File: src/rtl/nixie_spi_pkg.sv
// Shared command codes and decoder state encoding for the SPI register interface
// that feeds the nixie display and control logic.
package nixie_spi_pkg;

    localparam logic [7:0] CMD_WRITE = 8'h01;
    localparam logic [7:0] CMD_READ  = 8'h02;

    typedef enum logic [2:0] {
        IDLE,
        CMD,
        ADDR,
        WDATA,
        RDATA,
        DISCARD
    } state_t;

endpackage

File: src/rtl/spi_reg_bank.sv
// NUM_REGS x 8-bit register bank: one write port, two combinational read ports
// (raddr and raddr+1, wrapping), flat view of the bank and a one-hot write strobe.
module spi_reg_bank #(
    parameter int NUM_REGS = 8,
    parameter int ADDR_W   = $clog2(NUM_REGS)
) (
    input  logic                  clk,
    input  logic                  rst,
    input  logic                  we,
    input  logic [ADDR_W-1:0]     waddr,
    input  logic [7:0]            wdata,
    input  logic [ADDR_W-1:0]     raddr,
    output logic [7:0]            rdata_cur,
    output logic [7:0]            rdata_next,
    output logic [NUM_REGS*8-1:0] regs_flat,
    output logic [NUM_REGS-1:0]   wr_strobe
);

    localparam logic [ADDR_W-1:0] ADDR_ONE = ADDR_W'(1);

    logic [7:0]        regs [NUM_REGS];
    logic [ADDR_W-1:0] raddr_next;

    always_ff @(posedge clk) begin
        if (rst) begin
            for (int i = 0; i < NUM_REGS; i++) begin
                regs[i] <= 8'h00;
            end
            wr_strobe <= '0;
        end else begin
            wr_strobe <= '0;
            if (we) begin
                regs[waddr]      <= wdata;
                wr_strobe[waddr] <= 1'b1;
            end
        end
    end

    // Address arithmetic is ADDR_W wide, so ptr+1 wraps at NUM_REGS for free.
    assign raddr_next = raddr + ADDR_ONE;
    assign rdata_cur  = regs[raddr];
    assign rdata_next = regs[raddr_next];

    for (genvar g = 0; g < NUM_REGS; g++) begin : g_flat
        assign regs_flat[8*g +: 8] = regs[g];
    end

endmodule

File: src/rtl/spi_cmd_decoder.sv
// Parses [CMD][ADDR][DATA...] frames from the SPI receive stream into register
// writes and streamed register reads.
//
//   state   | meaning
//   IDLE    | no frame; waits for frame_active
//   CMD     | expects the command byte
//   ADDR    | expects the start address
//   WDATA   | each byte writes regs[ptr], ptr increments
//   RDATA   | streams regs[ptr] out on tx, ptr increments per accept
//   DISCARD | rejected frame; swallow bytes until frame ends
module spi_cmd_decoder
    import nixie_spi_pkg::*;
#(
    parameter int NUM_REGS = 8,
    parameter int ADDR_W   = $clog2(NUM_REGS)
) (
    input  logic                  clk,
    input  logic                  rst,
    input  logic                  frame_active,
    input  logic [7:0]            rx_data,
    input  logic                  rx_valid,
    output logic [7:0]            tx_data,
    output logic                  tx_valid,
    input  logic                  tx_ready,
    output logic [NUM_REGS*8-1:0] regs_flat,
    output logic [NUM_REGS-1:0]   wr_strobe,
    output logic [7:0]            err_count
);

    localparam logic [ADDR_W-1:0] ADDR_ONE  = ADDR_W'(1);
    localparam logic [8:0]        REG_LIMIT = 9'(NUM_REGS);

    state_t            state;
    logic              mode_read;
    logic [ADDR_W-1:0] ptr;
    logic [ADDR_W-1:0] raddr;
    logic [7:0]        rdata_cur;
    logic [7:0]        rdata_next;
    logic              wr_en;

    // While the address byte arrives, look up the requested register directly so
    // the first read byte is loaded in the same cycle.
    assign raddr = (state == ADDR) ? rx_data[ADDR_W-1:0] : ptr;
    assign wr_en = (state == WDATA) && frame_active && rx_valid;

    spi_reg_bank #(
        .NUM_REGS (NUM_REGS),
        .ADDR_W   (ADDR_W)
    ) u_reg_bank (
        .clk        (clk),
        .rst        (rst),
        .we         (wr_en),
        .waddr      (ptr),
        .wdata      (rx_data),
        .raddr      (raddr),
        .rdata_cur  (rdata_cur),
        .rdata_next (rdata_next),
        .regs_flat  (regs_flat),
        .wr_strobe  (wr_strobe)
    );

    always_ff @(posedge clk) begin
        if (rst) begin
            state     <= IDLE;
            mode_read <= 1'b0;
            ptr       <= '0;
            tx_data   <= 8'h00;
            tx_valid  <= 1'b0;
            err_count <= 8'h00;
        end else if (state == IDLE) begin
            if (frame_active) begin
                state <= CMD;
            end
        end else if (!frame_active) begin
            state    <= IDLE;
            tx_valid <= 1'b0;
        end else begin
            case (state)
                CMD: begin
                    if (rx_valid) begin
                        if (rx_data == CMD_WRITE) begin
                            mode_read <= 1'b0;
                            state     <= ADDR;
                        end else if (rx_data == CMD_READ) begin
                            mode_read <= 1'b1;
                            state     <= ADDR;
                        end else begin
                            state <= DISCARD;
                            if (err_count != 8'hFF) err_count <= err_count + 8'd1;
                        end
                    end
                end
                ADDR: begin
                    if (rx_valid) begin
                        if ({1'b0, rx_data} >= REG_LIMIT) begin
                            state <= DISCARD;
                            if (err_count != 8'hFF) err_count <= err_count + 8'd1;
                        end else begin
                            ptr <= rx_data[ADDR_W-1:0];
                            if (mode_read) begin
                                state    <= RDATA;
                                tx_data  <= rdata_cur;
                                tx_valid <= 1'b1;
                            end else begin
                                state <= WDATA;
                            end
                        end
                    end
                end
                WDATA: begin
                    if (rx_valid) begin
                        ptr <= ptr + ADDR_ONE;
                    end
                end
                RDATA: begin
                    if (tx_valid && tx_ready) begin
                        ptr     <= ptr + ADDR_ONE;
                        tx_data <= rdata_next;
                    end
                end
                default: begin
                end
            endcase
        end
    end

endmodule

File: config.mk
export PLATFORM = sky130hd
export DESIGN_NAME = spi_cmd_decoder
export DESIGN_NICKNAME = d
export VERILOG_FILES = /design/src/rtl/nixie_spi_pkg.sv /design/src/rtl/spi_reg_bank.sv /design/src/rtl/spi_cmd_decoder.sv
export SDC_FILE = /design/constraint.sdc
export NUM_CORES = 1
export LEC_CHECK = 0
export CAP_MARGIN = 5
export CORE_MARGIN = 2
export CORE_UTILIZATION = 56
export DETAILED_ROUTE_END_ITERATION = 8
export HOLD_SLACK_MARGIN = 0.15
export PLACE_DENSITY = 0.86
export SLEW_MARGIN = 20
export SYNTH_ARGS = -nofsm -noshare
export SYNTH_HDL_FRONTEND = slang
export SYNTH_HIERARCHICAL = 1
export SYNTH_SLANG_ARGS = --single-unit
File: constraint.sdc
create_clock -name clk -period 5.5 [get_ports clk]
set_input_delay 1.1 -clock clk [delete_from_list [all_inputs] [get_ports clk]]
set_output_delay 1.1 -clock clk [all_outputs]
set_load 0.005 [all_outputs]
==> impl_metrics.tcl, run 1 <==
set metrics [dict create \
    timing.final.crit_share_pct 70.3 \
    finalWeightedCongestion 0.904 \
    clock.fmax_ghz 0.259 \
    finalSetupViolCount 0 \
    design.final.nets 525 \
    required_ns 5.49 \
    number_of_hold_slack_violations_in_the_final_timing_report 0 \
    p_switching_uw 331 \
    mostFrequentLayoutCell "clkdlybuf4s50_1" \
    post_synth_inst_count 423 \
    post-dp-hpwl_um 9810 \
    width_of_the_die_um 100 \
    fp.dieArea_um2 10000 \
    via_density 6.51 \
    cts_buffer_depth 2 \
    powerDensity_nw_per_um2 210 \
    fillerInstances 641 \
    numPortBuffers 101 \
    clk-insertion-delay-late_ns 0.37 \
    htree_levels 3 \
    synth_enable_flop_cells 64 \
    final_number_of_max_transition_violations 0 \
    grt_first_pass_wirelength_um 21200 \
    finalWirelength_um 13800 \
    synthArstFlopShare_pct 0 \
    yosys_warnings 6 \
    status "complete, no violations" \
    power_report.internal_total_mw 1.02 \
    synth_ff_type "edfxtp_1" \
    core_area_um2 9110 \
    irDropWorstVdd_uv 148 \
    synth_area_leaders "edfxtp_1 37%, dfxtp_1 12%, mux4_2 10%" \
    worst_slew_pin_slew_ns 1.03 \
    synth-seq-cells 96 \
    period_minus_slack_ns 3.87 \
    postSynthAreaPerCell_um2 12.3 \
    cp_data_arrival_time_ns 3.85 \
    first_pass_detailed_route_iteration_total 5 \
    floorplan.io_pins 102 \
    ant_nets 0 \
    crit_path_max_fanout 40 \
    cts_root_buffer "clkbuf_8" \
    clk_transition_reported_paths_ns 0.09 \
    post_cts_buffers 0 \
    floorplan.initialDensity_pct 56.9 \
    wl_per_cell_um 22.1 \
    cap_violations 0 \
    gr-usage-all-layers_pct 28.0 \
    combinationalPowerShare_pct 8.8 \
    syn2layout_area_growth_pct 23.8 \
    hold-worst-slack_ns 0.507 \
    relSlewSlack_pct 31.3 \
    power.switching_fraction_pct 24.5 \
    yosys.area.top_type_share_pct 37.1 \
    hp_class "reg -> reg" \
    cts_hold_repair_buffers 0 \
    post-route-drc-count 0 \
    dr_total_vias 4067 \
    fin_tns_setup_ns 0 \
    layout.cells.most_common_list "101 x clkdlybuf4s50_1, 69 x nor3_1, 64 x edfxtp_1, 45 x mux2_2, 32 x dfxtp_1" \
    grt_overflow 0 \
    post_route_cells_drive_above_1_share_pct 22.2 \
    cts_tree "built" \
    vert_die_dim_um 100 \
    synthDistinctLibCells 54 \
    clock_power_share_pct 31.8 \
    antenna_cells_inserted 0 \
    criticalPathCategory "in -> reg" \
    power_leakage_nw 2.10 \
    worst_clock_skew_ns 0.0134 \
    largest_net_degree_at_the_start_of_global_routing 49 \
    num_rows 35 \
    p_seq_share_pct 59.4 \
    detail_route.iter0.violations 337 \
    synthDominantAreaCellType "edfxtp_1" \
    numClockSinks 96 \
    setup_repair_after_global_routing_missed_its_margin "false" \
    syn-num-nets 439 \
    synth.cell_area_um2 5180 \
    tritoncts.num_buffers 9 \
    grt_pass1_vias 3920 \
    worstSetupEndpointType "register" \
    critical_path.startpoint_type "input port" \
    antenna_found_initial 0 \
    part_of_the_yosys_area_used_for_sequential_elements_pct 49.4 \
    cts_repair_resize_count 0 \
]
==> area by class of cell <==
cell class              count  area [um2]  area share, %
clock buffers              10         128           1.99
clock inverters             6        50.0          0.780
inverters                  15        56.3          0.878
multi-input cells         278        2410           37.5
flip-flops and latches     96        2560           39.9
well taps                 111         139           2.17
repair buffers            109        1070           16.7
==> routing by layer <==
metal / track usage [%] / up-vias / wire length (um)
li1: - / 1824 / -
met1: 37.9 / 1988 / 5650
met2: 44.7 / 224 / 6640
met3: 4.67 / 31 / 1060
met4: 12.9 / 0 / 472
met5: 0 / - / 0
==> synthesized netlist by cell type, types with 2 or more instances <==
cell type and n:
o22a_2 8, clkinv_1 8, a21oi_1 4, o221a_2 6, clkbuf_1 23, mux2_2 45, buf_1 2, buf_6 4
nand2_1 12, or3_1 3, o21bai_1 8, buf_2 4, nand2b_1 2, o21ai_0 6, nand3_1 3, a31oi_1 4
or3b_1 3, a2111oi_0 2, mux2i_1 2, nand3b_1 2, o221a_1 2, ha_1 3, a211oi_1 6, o21a_1 2
nor2b_1 10, dfxtp_1 32, nor3_1 69, a21o_1 2, o211ai_1 5, mux2_1 5, edfxtp_1 64, mux4_2 24
nor2_1 22, inv_1 6
==> critical path, stage by stage <==
cell and delay, ns:
clkdlybuf4s50_1 0.56, nor2b_1 0.19, nand2_1 0.10, nor2_1 0.16, or3b_2 0.80, o21bai_1 0.93
==> power groups by stage <==
stage	clock network, mW	registers (mW)	logic (mW)
after CTS	0.437	0.801	0.118
final	0.429	0.802	0.119
after floorplan	0	0.812	0.0530
after global placement	0	0.817	0.115
after global routing	0.459	0.804	0.126
after detailed placement	0	0.818	0.117
==> state kept, by name (all words and copies together) (netlist names) <==
| signal | count |
|---|---|
| err_count | 8 |
| mode_read | 1 |
| ptr | 3 |
| state | 3 |
| tx_data | 8 |
| tx_valid | 1 |
| u_reg_bank/regs | 64 |
| u_reg_bank/wr_strobe | 8 |
==> metrics by stage <==
| step | std cells | utilization, % | power (mW) | cell area [um2] | worst slack [ns] |
|---|---|---|---|---|---|
| CTS | 625 | 70.4 | 1.36 | 6410 | 1.57 |
| floorplan | 423 | - | 0.865 | 5180 | 2.36 |
| global route | 625 | 70.4 | 1.39 | 6410 | 1.56 |
| global placement | 609 | 68.5 | 0.932 | 6240 | 1.29 |
| detailed placement | 609 | 68.5 | 0.935 | 6240 | 1.18 |
| finish | 625 | 70.4 | 1.35 | 6410 | 1.63 |
==> worst paths after layout <==
kind	from	endpoint	slack (ns)	cells after the start
max	rx_valid	u_reg_bank/regs[1][3]	1.63	6
min	err_count[1]	err_count[1]	0.51	2
max reg2reg	state[1]	tx_data[4]	1.77	8
min reg2reg	err_count[1]	err_count[1]	0.51	2
==> kinds of logic (layout without fill, tap and decap cells) <==
| kind of cell | after synthesis | in the layout | share of synthesized area, % |
|---|---|---|---|
| adders and majority gates | 3 | 3 | 0.724 |
| and+or+nand+nor | 135 | 135 | 13.4 |
| muxes | 76 | 76 | 21.7 |
| AOI/OAI and AO/OA | 61 | 61 | 9.80 |
| buffers and inverters | 49 | 140 | 4.30 |
| DFF | 96 | 96 | 49.4 |
| xor gates and xnor gates | 3 | 3 | 0.652 |
(Power assumes the default switching activity.)
==> inputs of run 2 (changes only) <==
--- a/config.mk
+++ b/config.mk
@@ -7,10 +7,10 @@
 export LEC_CHECK = 0
 export CAP_MARGIN = 5
 export CORE_MARGIN = 2
-export CORE_UTILIZATION = 56
+export CORE_UTILIZATION = 52
 export DETAILED_ROUTE_END_ITERATION = 8
 export HOLD_SLACK_MARGIN = 0.15
-export PLACE_DENSITY = 0.86
+export PLACE_DENSITY = 0.8
 export SLEW_MARGIN = 20
 export SYNTH_ARGS = -nofsm -noshare
 export SYNTH_HDL_FRONTEND = slang
==> constraint.sdc (replaced) <==
create_clock -name clk -period 3.6 [get_ports clk]
set_input_delay 0.72 -clock clk [delete_from_list [all_inputs] [get_ports clk]]
set_output_delay 0.72 -clock clk [all_outputs]
set_load 0.005 [all_outputs]
==> impl_metrics.tcl, run 2 (synthesis results as in run 1) <==
set metrics [dict create \
    numClockSinks 96 \
    power_report.internal_total_mw 1.64 \
    cap_violations 0 \
    power_leakage_nw 2.19 \
    cts_root_buffer "clkbuf_8" \
    clk-insertion-delay-late_ns 0.37 \
    criticalPathCategory "reg -> reg" \
    floorplan.io_pins 102 \
    max_stage_delay_ns 0.58 \
    powerDensity_nw_per_um2 321 \
    ant_nets 0 \
    final_number_of_max_transition_violations 0 \
    p_switching_uw 480 \
    critical_path.startpoint_type "register" \
    detail_route.iter0.violations 384 \
    cp_data_arrival_time_ns 3.33 \
    clock_power_share_pct 33.3 \
    layout.cells.most_common_list "101 x clkdlybuf4s50_1, 69 x nor3_1, 64 x edfxtp_1, 45 x mux2_2, 32 x dfxtp_1" \
    status "complete, no violations" \
    tritoncts.num_buffers 9 \
    antenna_cells_inserted 0 \
    worst_slew_pin_slew_ns 0.959 \
    hold-worst-slack_ns 0.502 \
    placedInstanceArea_um2 6400 \
    crit_path_cell_trace "nor3b_1 > buf_4 > mux2_2 > ha_1 > inv_2 > mux4_2 > o22a_2 > o221a_2" \
    first_pass_detailed_route_iteration_total 5 \
    grt_pass1_vias 3995 \
    antenna_found_initial 0 \
    post_cts_buffers 0 \
    relSlewSlack_pct 36.0 \
    via_density 6.19 \
    crit_slowest_cell "dfxtp_1" \
    crit_path_max_fanout 12 \
    stdcell_area_um2 6600 \
    floorplan.initialDensity_pct 53.3 \
    num_rows 36 \
    met1_length_um 5780 \
    registers.top_by_ff_count "u_reg_bank/regs" \
    syn2layout_area_growth_pct 27.3 \
    largest_net_degree_at_the_start_of_global_routing 49 \
    setup_repair_after_global_routing_missed_its_margin "false" \
    design.final.nets 541 \
    cts_buffer_depth 2 \
    cts_hold_repair_buffers 0 \
    grt_first_pass_wirelength_um 21900 \
    number_of_hold_slack_violations_in_the_final_timing_report 0 \
    met3RoutedLength_um 1050 \
    grt_overflow 0 \
    post-route-drc-count 0 \
    timing.final.crit_share_pct 85.5 \
    finalSetupViolCount 0 \
    setup_ws_ns 0.521 \
    power.switching_fraction_pct 22.7 \
    cts_tree "built" \
    mostFrequentLayoutCell "clkdlybuf4s50_1" \
    dr_total_vias 4102 \
    clock.fmax_ghz 0.325 \
    core_area_um2 9730 \
    post_route_cells_drive_above_1_share_pct 24.2 \
    wl_per_cell_um 21.3 \
    preCtsSetupSlack_ns 0.242 \
    htree_levels 3 \
    gr-usage-all-layers_pct 26.2 \
    numPortBuffers 101 \
    hp_class "reg -> reg" \
    largest_register_ffs 64 \
    fp.dieArea_um2 10800 \
    length_of_routed_met2_wiring_um 6810 \
    fin_tns_setup_ns 0 \
    vert_die_dim_um 104 \
    combinationalPowerShare_pct 8.9 \
    irDropWorstVdd_uv 281 \
    finalWeightedCongestion 0.914 \
    period_minus_slack_ns 3.08 \
    highest_layer "met4" \
    clk_transition_reported_paths_ns 0.09 \
    finalWirelength_um 14100 \
    cts_repair_resize_count 0 \
    required_ns 3.85 \
    worst_clock_skew_ns 0.0109 \
    width_of_the_die_um 104 \
    worstSetupEndpointType "register" \
    post-dp-hpwl_um 10000 \
    p_seq_share_pct 57.8 \
]
==> run 2: cell count changes in the layout (fill, tap and decap cells not counted), sizes merged <==
cell	delta
clkinv	+3
inv	-4
bufinv	+1
clkinvlp	-1
clkbuf	+1
buf	+16
==> run 2: area by class of cell <==
class / instances / area (um2)
Timing Repair Buffer: 125 / 1200
Tap cell: 133 / 166
Multi-Input combinational cell: 278 / 2410
Sequential cell: 96 / 2560
Inverter: 15 / 56.3
Clock inverter: 5 / 56.3
Clock buffer: 11 / 141
Fill cell: 737 / 3130
==> run 2: power by group through the flow <==
stage / sequential, mW / clock (mW) / combinational [mW]
floorplan: 1.24 / 0 / 0.0810
global placement: 1.25 / 0 / 0.183
detailed placement: 1.25 / 0 / 0.188
CTS: 1.22 / 0.719 / 0.188
global route: 1.23 / 0.757 / 0.200
finish: 1.22 / 0.705 / 0.189
==> run 2: worst max-delay path: cells and delay by family (launching register included) <==
kind                     cells  cell delay (ns)
multiplexers                 2             0.91
buffers and inverters        2             0.45
AND/OR/NAND/NOR              1             0.25
adder cells (fa/ha/maj)      1             0.28
AO/OA/AOI/OAI                2             0.49
flip-flops                   1             0.58
==> run 2: stage by stage <==
step,cells,power (mW),utilization [%]
6_report,663,2.12,67.8
5_1_grt,663,2.18,67.8
4_1_cts,663,2.13,67.8
3_5_place_dp,647,1.44,65.8
3_3_place_gp,647,1.43,65.8
2_1_floorplan,423,1.32,-
==> run 2: metal layers <==
metal	vias to the layer above	global-route usage (%)
li1	1844	-
met1	1998	33.6
met2	227	42.2
met3	33	5.54
met4	0	13.6
met5	-	0
==> run 2: path summary, 6_finish.rpt <==
kind	startpoint	to	slack, ns	depth (start not counted)
setup / recovery	state[1]	tx_data[4]	0.52	8
hold / removal	err_count[1]	err_count[1]	0.50	2
setup reg to reg	state[1]	tx_data[4]	0.52	8
hold reg to reg	err_count[1]	err_count[1]	0.50	2
==> inputs of run 3 (changes only) <==
--- a/config.mk
+++ b/config.mk
@@ -7,12 +7,12 @@
 export LEC_CHECK = 0
 export CAP_MARGIN = 5
 export CORE_MARGIN = 2
-export CORE_UTILIZATION = 52
+export CORE_UTILIZATION = 53
+export CTS_BUF_LIST = sky130_fd_sc_hd__clkbuf_4 sky130_fd_sc_hd__clkbuf_8
 export DETAILED_ROUTE_END_ITERATION = 8
 export HOLD_SLACK_MARGIN = 0.15
-export PLACE_DENSITY = 0.8
+export PLACE_DENSITY = 0.82
 export SLEW_MARGIN = 20
 export SYNTH_ARGS = -nofsm -noshare
 export SYNTH_HDL_FRONTEND = slang
-export SYNTH_HIERARCHICAL = 1
 export SYNTH_SLANG_ARGS = --single-unit
==> impl_metrics.tcl, run 3 <==
set metrics [dict create \
    registers.top_by_ff_count "u_reg_bank.regs" \
    yosys.area.top_type_share_pct 38.6 \
    fp.dieArea_um2 10200 \
    worstSetupEndpointType "register" \
    syn2layout_area_growth_pct 31.0 \
    synth_enable_flop_cells 64 \
    met1_length_um 5520 \
    numClockSinks 96 \
    grt_pass1_vias 3953 \
    width_of_the_die_um 101 \
    post_route_cells_drive_above_1_share_pct 15.0 \
    grt_first_pass_wirelength_um 22000 \
    relSlewSlack_pct 55.6 \
    cap_violations 0 \
    wl_per_cell_um 21.3 \
    criticalPathCategory "reg -> reg" \
    design.final.nets 571 \
    final_number_of_max_transition_violations 0 \
    highest_layer "met4" \
    tritoncts.num_buffers 9 \
    fin_cells 671 \
    antenna_cells_inserted 0 \
    synth.cell_area_um2 4980 \
    via_density 6.13 \
    cts_root_buffer "clkbuf_8" \
    largest_net_degree_at_the_start_of_global_routing 25 \
    post_synth_inst_count 429 \
    htree_levels 3 \
    preCtsSetupSlack_ns 0.435 \
    clock.fmax_ghz 0.343 \
    setup_ws_ns 0.682 \
    postSynthAreaPerCell_um2 11.6 \
    fin_tns_setup_ns 0 \
    total_power_mw 2.08 \
    cts_tree "built" \
    synth_area_leaders "edfxtp_1 39%, dfxtp_1 13%, mux2i_1 9.0%" \
    synth_ff_type "edfxtp_1" \
    synth_most_common_cell "edfxtp_1" \
    number_of_hold_slack_violations_in_the_final_timing_report 0 \
    synthArstFlopShare_pct 0 \
    rrSetupSlack_ns 0.68 \
    largest_register_ffs 64 \
    crit_path_max_fanout 18 \
    synthDistinctLibCells 45 \
    cts_repair_resize_count 0 \
    crit_path_cell_trace "or3b_1 > nand2_1 > nand2_1 > ha_1 > buf_12 > mux2_2 > o31ai_1 > mux2i_1 > o31ai_1 > o22ai_1" \
    floorplan.io_pins 102 \
    powerDensity_nw_per_um2 320 \
    r2r_end "tx_data[7]" \
    required_ns 3.84 \
    hold_depth 2 \
    clk-insertion-delay-late_ns 0.36 \
    max_stage_delay_ns 0.64 \
    rr_worst_depth 10 \
    synthDominantAreaCellType "edfxtp_1" \
    cp_data_arrival_time_ns 3.16 \
    length_of_routed_met2_wiring_um 6910 \
    post-route-drc-count 0 \
    syn-num-nets 445 \
    met3RoutedLength_um 1310 \
    worst_slew_pin_slew_ns 0.659 \
    timing.final.crit_share_pct 81.1 \
    power_leakage_nw 2.57 \
    floorplan.initialDensity_pct 54.1 \
    period_minus_slack_ns 2.92 \
    placed_cells_incl_taps 655 \
    min_delay_worst_endpoint "tx_valid" \
    cts_hold_repair_buffers 0 \
    finalWirelength_um 14300 \
    dr_total_vias 4115 \
    irDropWorstVdd_uv 245 \
    core_area_um2 9200 \
    ant_nets 0 \
    synth-seq-cells 96 \
    first_pass_detailed_route_iteration_total 6 \
    numPortBuffers 101 \
    critical_path.startpoint_type "register" \
    clk_transition_reported_paths_ns 0.10 \
    layout.cells.most_common_list "101 x clkdlybuf4s50_1, 64 x edfxtp_1, 57 x and2_1, 43 x mux2i_1, 34 x buf_4" \
    worst_clock_skew_ns 0.0109 \
    gr-usage-all-layers_pct 29.0 \
    post_cts_buffers 0 \
    holdCritStartpoint "tx_valid" \
    antenna_found_initial 0 \
    finalWeightedCongestion 0.945 \
    part_of_the_yosys_area_used_for_sequential_elements_pct 51.5 \
    num_rows 35 \
    crit_slowest_cell "dfxtp_1" \
    vert_die_dim_um 101 \
    yosys_warnings 0 \
    mostFrequentLayoutCell "clkdlybuf4s50_1" \
    status "complete, no violations" \
    reg2reg_from "state[1]" \
    grt_overflow 0 \
    finalSetupViolCount 0 \
    hp_class "reg -> reg" \
    detail_route.iter0.violations 454 \
    synth.cells.most_frequent "64 x edfxtp_1, 57 x and2_1, 45 x mux2i_1, 33 x nand2_1, 32 x dfxtp_1" \
    post-dp-hpwl_um 10200 \
    hold-worst-slack_ns 0.506 \
    setup_repair_after_global_routing_missed_its_margin "false" \
    cts_buffer_depth 2 \
]
## run 3: cells by family (layout without fill, tap and decap cells)
family                   Yosys count  after routing  synth area share [%]
AO/OA/AOI/OAI                     48             48                  7.19
flip-flops                        96             96                  51.5
AND/OR/NAND/NOR                  179            179                  19.5
XOR/XNOR                          10             10                  1.76
adder cells (fa/ha/maj)            3              3                 0.754
buffers and inverters             29            160                  2.36
multiplexers                      64             64                  17.0
## run 3: through the flow
step	util, %	instance area [um2]
after floorplan	-	4980
after global placement	68.9	6330
after detailed placement	68.9	6330
after CTS	70.9	6520
after global routing	70.9	6520
final	70.9	6520
## run 3: per-layer routing
metal	track usage, %	vias to the layer above
met4	13.3	0
met1	37.8	1965
li1	-	1850
met2	46.4	254
met5	0	-
met3	6.45	46
## run 3: cell type report
class	instances	area [um2]
Clock inverter	7	65.1
Timing Repair Buffer	136	1290
Clock buffer	9	124
Multi-Input combinational cell	304	2310
Tap cell	111	139
Sequential cell	96	2560
Fill cell	664	2680
Inverter	8	30.0
## run 3: worst max-delay path by stage
stage / start / to / slack (ns) / cells after the start
floorplan: state[1] / tx_data[7] / 0.001 / 12
global placement: rx_valid / u_reg_bank.regs[6][7] / 0.40 / 6
detailed placement: rx_valid / u_reg_bank.regs[6][7] / 0.44 / 6
CTS: state[1] / tx_data[7] / 0.71 / 10
global route: state[1] / tx_data[7] / 0.49 / 10
finish: state[1] / tx_data[7] / 0.68 / 10
## run 3: power breakdown
group          internal (mW)  total [mW]  switching, mW
combinational         0.0962       0.179         0.0833
clock                  0.266       0.677          0.412
sequential              1.20        1.23         0.0298
## run 3: worst max-delay path: cells and delay by family (launching register included)
| kind | cells | cell delay [ns] |
|---|---|---|
| compound gates | 3 | 0.41 |
| fa+ha+maj | 1 | 0.35 |
| mux | 2 | 0.47 |
| flops | 1 | 0.64 |
| simple gates | 3 | 0.72 |
| buf+inv | 1 | 0.19 |
==> patch 1 (flow settings as in run 2) <==
Encoding of `state_t`: now Gray code (3 bits for 6 states).
--- a/src/rtl/nixie_spi_pkg.sv
+++ b/src/rtl/nixie_spi_pkg.sv
@@ -7,10 +7,10 @@
 
     typedef enum logic [2:0] {
-        IDLE,
-        CMD,
-        ADDR,
-        WDATA,
-        RDATA,
-        DISCARD
+        IDLE    = 3'b000,
+        CMD     = 3'b001,
+        ADDR    = 3'b011,
+        WDATA   = 3'b010,
+        RDATA   = 3'b110,
+        DISCARD = 3'b111
     } state_t;
 
Function: no difference found for any inputs over 4 cycles, from zero or initial values and one cycle with rst high; so few cycles prove little.
==> patch 1 against run 2 <==
Wire length rose by 0.14%. Non-clock buffer count fell by 2. Clock skew barely moved. Power fell by 1.0%. Final area rose by 1.3%. First-iteration DRC count fell by 14%. Setup slack improved by 0.11 ns. Sequential cell count did not move. Area after synthesis rose by 2.2%. Largest cell class unchanged. Maximum frequency rose by 3.6%.
==> patch 1: results (changes against run 2) <==
status=completed (unchanged); slowest stage delay, CP=0.60 ns (was 0.58 ns); post-synth net total=457 (was 439); Seq/Total Area, Yosys=0.484 (was 0.494); dominant cells by area after synthesis=edfxtp_1 (36%), dfxtp_1 (12%), mux4_2 (10%) (was edfxtp_1 (37%), dfxtp_1 (12%), mux4_2 (10%)); post-synthesis mux area share=0.230 (was 0.217); XOR/XNOR Fraction of Synth Area=0.00472 (was 0.00652); largest register by flop count=u_reg_bank/regs (unchanged); Worst Skew=0.0104 ns (was 0.0109 ns); detailed-route via count=4,117 (was 4,102); Num CTS Buffers=9 (unchanged); root buf cell=clkbuf_8 (unchanged); clock buffer depth=2 (unchanged); dpl hpwl=10,500 um (was 10,000 um); peak supply drop=0.185 mV (was 0.281 mV); layout cells sized above 1=0.238 (was 0.242); Clk pin slew, worst setup/hold paths=0.09 ns (about the same); Ant. Diodes=0 (unchanged); port bufs=101 (unchanged); Post-CTS Setup Bufs=0 (unchanged); yosys warns=6 (unchanged); drt pass-1 iters=4 (was 5); CP Max Fanout=27 (was 12); first-pass GRT wire length=22,600 um (was 21,900 um); Worst Tran Pin Value=0.905 ns (was 0.959 ns); WP data arrival=3.22 ns (was 3.33 ns); highest-delay cell along the critical path=dfxtp_1 (unchanged); Synth async-reset ratio=0 (unchanged); Total Routing Usage GR=0.269 (was 0.262); internal power=1.58 mW (was 1.64 mW); WL/cell=20.8 um (was 21.3 um); H-tree depth=3 (unchanged); max reg flops=64 (unchanged); Synth Area in Compound Gates=0.0713 (was 0.0980); Adder-Cell Fraction of Synth Area=0.00709 (was 0.00724); Primary FF master, synth=edfxtp_1 (unchanged); Clock Latency Late Sink=0.37 ns (about the same); # fillers=767 (was 737); vias in the first global route=4,193 (was 3,995); hold crit path type=reg -> reg (unchanged); leakage power=2.25 nW (was 2.19 nW); largest net degree at the start of global routing=40 (was 49); Iter 0 DRT Violations=330 (was 384); nets=557 (was 541); EDFF count, synth=64 (unchanged); delay-heaviest family, CP=multiplexers (unchanged); initial antenna violation count=0 (unchanged); PostCTS Resize Cnt=0 (unchanged); Routability Congestion=0.887 (was 0.914); synth cell count leaders=nor3_1 (82), edfxtp_1 (64), mux2_2 (43) (was nor3_1 (69), edfxtp_1 (64), mux2_2 (45)); post-synthesis cell type count=55 (was 54)
-- patch 1: changes by cell type in the layout (fill, tap and decap cells not counted), moves of 6 or more --
cell,delta
a21oi_1,+11
a211oi_2,+6
a211oi_1,-6
nor3_1,+13
mux2_4,+7
o221a_2,-6
o22a_2,-8
-- patch 1: power groups by stage --
| stage | Combinational (mW) | Sequential [mW] | Clock [mW] |
|---|---|---|---|
| finish | 0.211 | 1.23 | 0.659 |
| global route | 0.225 | 1.23 | 0.713 |
| CTS | 0.212 | 1.23 | 0.667 |
| detailed placement | 0.211 | 1.25 | 0 |
| global placement | 0.206 | 1.25 | 0 |
| floorplan | 0.100 | 1.24 | 0 |
-- patch 1: per-layer routing --
| layer | GRT usage | wire, um | up-vias |
|---|---|---|---|
| met3 | 0.0424 | 1070 | 32 |
| met1 | 0.338 | 5370 | 2016 |
| met5 | 0 | 0 | - |
| li1 | - | - | 1876 |
| met2 | 0.456 | 7310 | 193 |
| met4 | 0.125 | 398 | 0 |
-- patch 1: cell type report --
| class | count | area share |
|---|---|---|
| flip-flops and latches | 96 | 0.383 |
| multi-input cells | 298 | 0.379 |
| repair buffers | 123 | 0.178 |
| well taps | 133 | 0.0249 |
| clock buffers | 10 | 0.0206 |
| inverters | 13 | 0.00730 |
| clock inverters | 6 | 0.00655 |
-- patch 1: cell families (layout without fill, tap and decap cells) --
logic type                 count (synthesis)  after routing
adders and majority gates                  3              3
and+or+nand+nor                          163            163
muxes                                     82             82
AOI/OAI and AO/OA                         48             48
DFF                                       96             96
xor gates and xnor gates                   2              2
buffers and inverters                     47            152
-- patch 1: metrics by stage --
stage | hold WS [ns] | setup slack [ns] | cells | instance area [um2]
floorplan | 0.484 | 0.883 | 441 | 5300
global placement | 0.492 | 0.362 | 663 | 6500
detailed placement | 0.520 | 0.300 | 663 | 6500
CTS | 0.538 | 0.657 | 679 | 6680
global route | 0.594 | 0.442 | 679 | 6680
finish | 0.540 | 0.627 | 679 | 6680
-- patch 1: worst paths after layout --
kind / from / end / slack, ns / cells after the start
worst max-delay path: state[0]$_SDFFE_PP0P_ / tx_data[6]$_SDFFE_PP0P_ / 0.63 / 8
worst min-delay path: err_count[1]$_SDFFE_PP0P_ / err_count[1]$_SDFFE_PP0P_ / 0.54 / 2
worst max register to register: state[0]$_SDFFE_PP0P_ / tx_data[6]$_SDFFE_PP0P_ / 0.63 / 8
worst min register to register: err_count[1]$_SDFFE_PP0P_ / err_count[1]$_SDFFE_PP0P_ / 0.54 / 2
-- patch 1: worst min-delay path, delay by kind of cell (launching register included) --
family,cells,cell delay (ns)
flops,1,0.35
simple gates,1,0.08
mux,1,0.06
==> patch 2 (settings of run 2) <==
Made on the original files. `NUM_REGS` is set to 8 in 2 places; all go to 4. Comments in the files are not updated.
--- a/src/rtl/spi_reg_bank.sv
+++ b/src/rtl/spi_reg_bank.sv
@@ -2,5 +2,5 @@
 // (raddr and raddr+1, wrapping), flat view of the bank and a one-hot write strobe.
 module spi_reg_bank #(
-    parameter int NUM_REGS = 8,
+    parameter int NUM_REGS = 4,
     parameter int ADDR_W   = $clog2(NUM_REGS)
 ) (
--- a/src/rtl/spi_cmd_decoder.sv
+++ b/src/rtl/spi_cmd_decoder.sv
@@ -12,5 +12,5 @@
     import nixie_spi_pkg::*;
 #(
-    parameter int NUM_REGS = 8,
+    parameter int NUM_REGS = 4,
     parameter int ADDR_W   = $clog2(NUM_REGS)
 ) (
Interface: changed (resized regs_flat and wr_strobe); port bits go from 102 to 66. The function was not compared with the original's and may differ.
==> patch 2 against run 2 <==
Power is 23% lower. First-iteration DRC count is 47% lower. Area after synthesis is 36% lower. Die area is 34% lower. Sequential share of layout area is 3.6 points lower. Clock skew is 0.0011 ns lower. Final area is 35% lower. Sequential cell count is 37 lower. Setup slack better by 0.31 ns. Sequential power is 39% lower. Maximum frequency is 11% higher. Non-clock buffer count is 54 lower. Wire length is 39% lower. Highest routed layer unchanged.
==> patch 2: results (changes against run 2) <==
status=completed (unchanged); PostCTS Resize Cnt=0 (unchanged); peak supply drop=0.321 mV (was 0.281 mV); Clock Latency Late Sink=0.34 ns (was 0.37 ns); nets=374 (was 541); Slew HR=0.470 (was 0.360); vias per std cell=6.12 (was 6.19); layout cells sized above 1=0.126 (was 0.242); first-pass GRT wire length=14,200 um (was 21,900 um); total wire length=8680 um (was 14,100 um); dominant cells by area after synthesis=edfxtp_1 (29%), dfxtp_1 (16%), mux4_2 (6.1%) (was edfxtp_1 (37%), dfxtp_1 (12%), mux4_2 (10%)); Worst Skew=0.00972 ns (was 0.0109 ns); Final setup violation count=0 (unchanged); Post-CTS Setup Bufs=0 (unchanged); Num CTS Buffers=9 (unchanged); largest net degree at the start of global routing=22 (was 49); Hold WS=0.486 ns (was 0.502 ns); H-tree depth=3 (unchanged); max layer used=met4 (unchanged); highest-delay cell along the critical path=dfxtp_1 (unchanged); WL met1=3630 um (was 5780 um); port bufs=65 (was 101); # placed instances=426 (was 647); slowest stage delay, CP=0.64 ns (was 0.58 ns); Iter 0 DRT Violations=203 (was 384); post-synth net total=312 (was 439); Routability Congestion=0.888 (was 0.914); Seq/Total Area, Yosys=0.449 (was 0.494); dpl hpwl=5950 um (was 10,000 um); leakage power=1.51 nW (was 2.19 nW); drt pass-1 iters=5 (unchanged); WL/cell=19.6 um (was 21.3 um); Synth async-reset ratio=0 (unchanged); WP data arrival=2.98 ns (was 3.33 ns); root buf cell=clkbuf_8 (unchanged); count leader, synth=nor2_1 (was nor3_1); Total Routing Usage GR=0.254 (was 0.262); WL met2=4170 um (was 6810 um); Ant. Diodes=0 (unchanged); initial antenna violation count=0 (unchanged); # fillers=466 (was 737); vias in the first global route=2,599 (was 3,995); Clk pin slew, worst setup/hold paths=0.07 ns (was 0.09 ns); hold crit path type=reg -> reg (unchanged); EDFF count, synth=32 (was 64); Primary FF master, synth=edfxtp_1 (unchanged); post-synthesis instance total=298 (was 423); CP Max Fanout=16 (was 12); worst reg-to-reg setup slack=0.83 ns (was 0.52 ns); yosys warns=6 (unchanged); routed wl met3=732 um (was 1050 um); post-synthesis cell type count=62 (was 54); synth cell count leaders=nor2_1 (37), edfxtp_1 (32), dfxtp_1 (27) (was nor3_1 (69), edfxtp_1 (64), mux2_2 (45))
[patch 2: changes by cell type in the layout (fill, tap and decap cells not counted), sizes merged, moves of 9 or more]
cell           delta
nand2             +9
buf              -18
clkinv           -11
edfxtp           -32
nor3             -66
a21oi             +9
mux2             -41
clkdlybuf4s50    -36
nor2             +15
a211o             +9
[patch 2: power by group]
| group | leakage [nW] | total [mW] | internal [mW] | switching, mW |
|---|---|---|---|---|
| Clock | 0.118 | 0.757 | 0.465 | 0.292 |
| Sequential | 0.548 | 0.745 | 0.723 | 0.0225 |
| Combinational | 0.840 | 0.137 | 0.0675 | 0.0692 |
| Total | 1.51 | 1.64 | 1.26 | 0.384 |
[patch 2: area by class of cell]
type,instances,share of cell area
repair buffers,71,0.163
multi-input cells,206,0.391
clock inverters,7,0.0294
inverters,13,0.0115
clock buffers,9,0.0291
well taps,77,0.0226
flip-flops and latches,59,0.353
[patch 2: logic make-up after synthesis]
logic type,Yosys count,share of synthesized area
AND/OR/NAND/NOR,117,0.191
AO/OA/AOI/OAI,59,0.144
flip-flops,59,0.449
buffers and inverters,33,0.0528
multiplexers,26,0.149
XOR/XNOR,3,0.0101
adder cells (fa/ha/maj),1,0.00374
[patch 2: layer usage]
metal | GRT usage | vias up
met5 | 0 | -
met4 | 0.0850 | 0
met3 | 0.0551 | 13
met2 | 0.397 | 128
met1 | 0.355 | 1332
li1 | - | 1234
[patch 2: worst register-to-register path: stages (launching register included)]
cell	delay [ns]
dfxtp_1	0.64
nor3b_2	0.53
mux2_2	0.57
mux4_1	0.62
nand2_1	0.08
a211o_1	0.12
a21oi_1	0.08
[patch 2: through the flow]
stage	cell area (um2)	worst slack, ns	util
floorplan	3340	1.40	-
global placement	4010	0.773	0.638
detailed placement	4010	0.720	0.638
CTS	4260	0.843	0.678
global route	4260	0.649	0.678
finish	4260	0.834	0.678
[patch 2: worst paths after layout]
path,from,endpoint,cells after the start
hold / removal,tx_data[6]$_SDFFE_PP0P_,tx_data[6]$_SDFFE_PP0P_,2
setup reg to reg,state[1]$_SDFFE_PP0P_,tx_data[7]$_SDFFE_PP0P_,6
hold reg to reg,tx_data[6]$_SDFFE_PP0P_,tx_data[6]$_SDFFE_PP0P_,2
setup / recovery,state[1]$_SDFFE_PP0P_,tx_data[7]$_SDFFE_PP0P_,6
